File: config.mk
export PLATFORM = sky130hd
export DESIGN_NAME = add_issue_ctrl
export DESIGN_NICKNAME = d
export VERILOG_FILES = /design/src/rtl/add_issue_ctrl.sv
export SDC_FILE = /design/constraint.sdc
export NUM_CORES = 1
export LEC_CHECK = 0
export BUFFER_PORTS_ARGS = -buffer_cell sky130_fd_sc_hd__buf_2
export CAP_MARGIN = 10
export CORE_AREA = 3 3 105 107
export CTS_CLUSTER_DIAMETER = 40
export DETAILED_ROUTE_END_ITERATION = 8
export DIE_AREA = 0 0 108 110
export PLACE_DENSITY = 0.82
export RECOVER_POWER = 25
export SLEW_MARGIN = 25
export SYNTH_ARGS = -nofsm -noshare
export SYNTH_HDL_FRONTEND = slang
export SYNTH_SLANG_ARGS = --single-unit
File: constraint.sdc
create_clock -name clk -period 1.69 [get_ports clk]
set_input_delay 0.2535 -clock clk [delete_from_list [all_inputs] [get_ports clk]]
set_output_delay 0.2535 -clock clk [all_outputs]
set_load 0.005 [all_outputs]
File: src/rtl/add_issue_ctrl.sv
// rtl/add_issue_ctrl.sv - operand issue and result capture control for a pipelined 32-bit adder
module add_issue_ctrl #(
    parameter int LATENCY = 3
) (
    input  logic        clk,
    input  logic        reset,
    input  logic        in_valid,
    output logic        in_ready,
    input  logic [31:0] in_a,
    input  logic [31:0] in_b,
    output logic [31:0] a_hold,
    output logic [31:0] b_hold,
    input  logic [31:0] add_sum,
    input  logic        add_cout,
    output logic        out_valid,
    input  logic        out_ready,
    output logic [31:0] out_sum,
    output logic        out_cout,
    output logic        out_zero,
    output logic        out_ovf
);

    typedef enum logic [1:0] {
        IDLE = 2'd0,
        WAIT = 2'd1,
        DONE = 2'd2
    } state_t;

    // Counter reload: the capture edge is the LATENCY-th edge after accept.
    localparam logic [3:0] LAT_M1 = 4'(LATENCY - 1);

    state_t      r_state;
    state_t      w_next_state;
    logic [3:0]  r_cnt;
    logic [31:0] r_a_hold;
    logic [31:0] r_b_hold;
    logic [31:0] r_out_sum;
    logic        r_out_cout;
    logic        r_out_zero;
    logic        r_out_ovf;
    logic        w_in_ready;
    logic        w_accept;
    logic        w_capture;
    logic        w_ovf;

    assign w_accept  = in_valid & w_in_ready;
    assign w_capture = (r_state == WAIT) && (r_cnt == 4'd0);
    // Signed overflow: like-signed operands whose sum flips the sign bit.
    assign w_ovf     = (r_a_hold[31] == r_b_hold[31]) & (add_sum[31] != r_a_hold[31]);

    // State register.
    always_ff @(posedge clk or negedge reset) begin
        if (!reset) begin
            r_state <= IDLE;
        end else begin
            r_state <= w_next_state;
        end
    end

    // Next-state and ready decode; DONE re-accepts in the same edge it hands off.
    always_comb begin
        w_next_state = r_state;
        w_in_ready   = 1'b0;
        case (r_state)
            IDLE: begin
                w_in_ready = 1'b1;
                if (in_valid) begin
                    w_next_state = WAIT;
                end
            end
            WAIT: begin
                if (r_cnt == 4'd0) begin
                    w_next_state = DONE;
                end
            end
            DONE: begin
                w_in_ready = out_ready;
                if (out_ready) begin
                    w_next_state = in_valid ? WAIT : IDLE;
                end
            end
            default: begin
                w_next_state = IDLE;
            end
        endcase
    end

    // Operand hold, latency countdown and result capture.
    always_ff @(posedge clk or negedge reset) begin
        if (!reset) begin
            r_cnt      <= 4'd0;
            r_a_hold   <= 32'd0;
            r_b_hold   <= 32'd0;
            r_out_sum  <= 32'd0;
            r_out_cout <= 1'b0;
            r_out_zero <= 1'b0;
            r_out_ovf  <= 1'b0;
        end else begin
            if (w_accept) begin
                r_a_hold <= in_a;
                r_b_hold <= in_b;
                r_cnt    <= LAT_M1;
            end else if ((r_state == WAIT) && (r_cnt != 4'd0)) begin
                r_cnt <= r_cnt - 4'd1;
            end
            if (w_capture) begin
                r_out_sum  <= add_sum;
                r_out_cout <= add_cout;
                r_out_zero <= (add_sum == 32'd0);
                r_out_ovf  <= w_ovf;
            end
        end
    end

    assign in_ready  = w_in_ready;
    assign a_hold    = r_a_hold;
    assign b_hold    = r_b_hold;
    assign out_valid = (r_state == DONE);
    assign out_sum   = r_out_sum;
    assign out_cout  = r_out_cout;
    assign out_zero  = r_out_zero;
    assign out_ovf   = r_out_ovf;

endmodule

==> results.ini <==
[yosys]
synth_area_leader_cell=dfrtp_1
synth_nets=361
ys_types=28
ys_ff_latch=105
ys.flop_type=dfrtp_1
yosys_warnings=0
avgSynthCellArea_um2=16.4
synth_cells=258
synth-async-reset-ratio_pct=100
synth_top_area_share_pct=61.9
synthTopCellsByCount=dfrtp_1 (105), mux2_2 (64), mux2_4 (29)
yosysSeqAreaShare_pct=61.9
synth_most_common_cell=dfrtp_1
synthTopCellsByArea=dfrtp_1 (62%), mux2_2 (17%), mux2_4 (10%)
netlist_area_um2=4240
synth_edf_count=0

[power]
p_leak_nw=2.85
powerDensity_nw_per_um2=1850
irDropWorstVdd_mv=0.928

[worst_setup_path]
worstPathArrival_ps=1940
critPathCaptureType=register
cp_max_fo=5
critPathCapture=r_cnt[3]
crit_buf_inv=2
worstSetupPathType=reg -> reg
timing.critical_path.depth=6
critPathMaxStageDelay_ps=460
r2r_slack_ps=40
path_delay_family=simple AND/OR/NAND/NOR gates
critPathLaunchType=register
r2r_cells=6
crit_chain=inv_2 > ha_1 > nor3b_4 > buf_4 > or4_1 > a21oi_1
worstPathRequired_ps=1970
r2r-start=r_cnt[0]
cpMaxStageDelayCell=or4_1
r2r-end=r_cnt[3]
crit_path_start=r_cnt[0]

[detailed_routing]
num_vias=2889
via_per_inst=4.74
drc=0
wl_um=9130
dr.pass1.iters=4
drtIter0Drc=87
wire_per_inst_um=15.0
final_antenna_net_count=0

[final_layout]
fill_cells=868
final_util_pct=55.3
syn_to_final_growth_pct=33.4
final_layout_size_suffix_gt1_share_pct=68.5
insertedDiodeCount=0
nets=571
postLayoutCellArea_um2=5660

[timing]
rsz0062_at_grt=false
timing.fmax_mhz=605
relSlewSlack_pct=45.4
setup_tns_ps=0
maxSlewViolCount=0
period_needed_ps=1650
whs_ps=107
skew_ps=18.1
post-route-period-util_pct=97.9
fin_ws_ps=36.1
finalHoldViolations=0
setup_viol=0
worstMarginPinSlew_ps=819

[clock_network]
cts_tree=done
clock-root-buffer=clkbuf_8
numCtsBuffers=9
clk_latency_ps=360
htreeDepth=3
clk_transition_reported_paths_ps=100
cts_max_path_buffers=2
cts.sinks=105

[global_routing]
grt.total_usage_pct=15.2
grt_max_degree=52
antenna_found_initial=0
gr-total-overflow=0
grt_pass1_vias=3089
grt_pass1_wl_um=14300

[floorplan]
die_w_um=108
ios=202
fp.dieArea_um2=11900
core_um2=10200
fp.dieH_um=110
std_cell_rows=37
start_util_pct=41.5

[worst_hold_path]
hold_path_class=in -> reg

[placed_design]
gp_congestion=0.766
dp_hpwl_um=7050
io_buffers=201
place_ws_ps=16.4
post_dp_cell_area_um2=5440

[status]
outcome=finished, final reports clean

[flow_run]
max_cap_viol_count=0

## per-stage QoR
step,instances,power [mW]
6_report,609,10.5
4_1_cts,609,10.7
3_3_place_gp,592,8.77
3_5_place_dp,592,9.01
5_1_grt,609,11.2
2_1_floorplan,258,7.08
## metal layers
layer	vias to the layer above	GRT usage [%]	part of all wire [%]
met3	14	3.44	7.4
met5	-	0	0
met1	1409	17.8	40
li1	1343	-	-
met4	0	6.49	1.6
met2	123	26.9	51
## kinds of logic after synthesis
family,Yosys count,share of synthesized area (%)
fa+ha+maj,2,0.590
mux,98,28.6
flops,105,61.9
compound gates,13,2.15
simple gates,25,4.10
buf+inv,15,2.65
## power breakdown
group / internal, mW / switching [mW]
Combinational: 2.69 / 1.66
Sequential: 3.80 / 0.715
Clock: 0.717 / 0.912
## worst min path at each step
stage | start | endpoint | slack, ps | cells after the start
3_3_place_gp | reset | b_hold[19] | 210 | 1
6_report | in_a[5] | a_hold[5] | 110 | 2
5_1_grt | in_b[22] | b_hold[22] | 80 | 2
3_5_place_dp | reset | b_hold[22] | 220 | 1
2_1_floorplan | reset | a_hold[0] | -40 | 0
4_1_cts | in_a[7] | a_hold[7] | 80 | 2
## repair_timing
action / 4_1_cts / 5_1_grt
buffers inserted: 0 / 0
hold buffers: 1 / 0
hold endpoints to repair: 29 / 0
gates resized for setup: 0 / 2
endpoints found under the setup margin: 0 / 32
## worst register-to-register path: cells and delay by family (launching register included)
kind / cells / cell delay (ps)
compound gates: 1 / 140
fa+ha+maj: 1 / 210
buf+inv: 2 / 210
flops: 1 / 390
simple gates: 2 / 630
## final cells by class
class | instances | area [um^2] | area share [%]
Clock inverter | 7 | 86.3 | 1.53
Timing Repair Buffer | 209 | 1130 | 20.0
Tap cell | 136 | 170 | 3.01
Multi-Input combinational cell | 138 | 1500 | 26.5
Inverter | 5 | 18.8 | 0.332
Clock buffer | 9 | 124 | 2.19
Sequential cell | 105 | 2630 | 46.4
## registers in the layout (all words and copies together) (netlist names)
signal / flops
a_hold: 32
b_hold: 32
out_sum: 32
r_cnt: 4
r_state: 2
out_cout: 1
out_ovf: 1
out_zero: 1
## layout by cell type (no fill, tap or decap), types with 3 or more instances in the layout
master,n
a21oi_1,4
buf_12,5
buf_2,200
clkbuf_8,9
dfrtp_1,105
inv_2,3
mux2_1,5
mux2_2,64
mux2_4,29
nand2b_1,3
nor4_1,8
o21ai_0,4
Note: power is estimated with default switching activity, not from simulation.
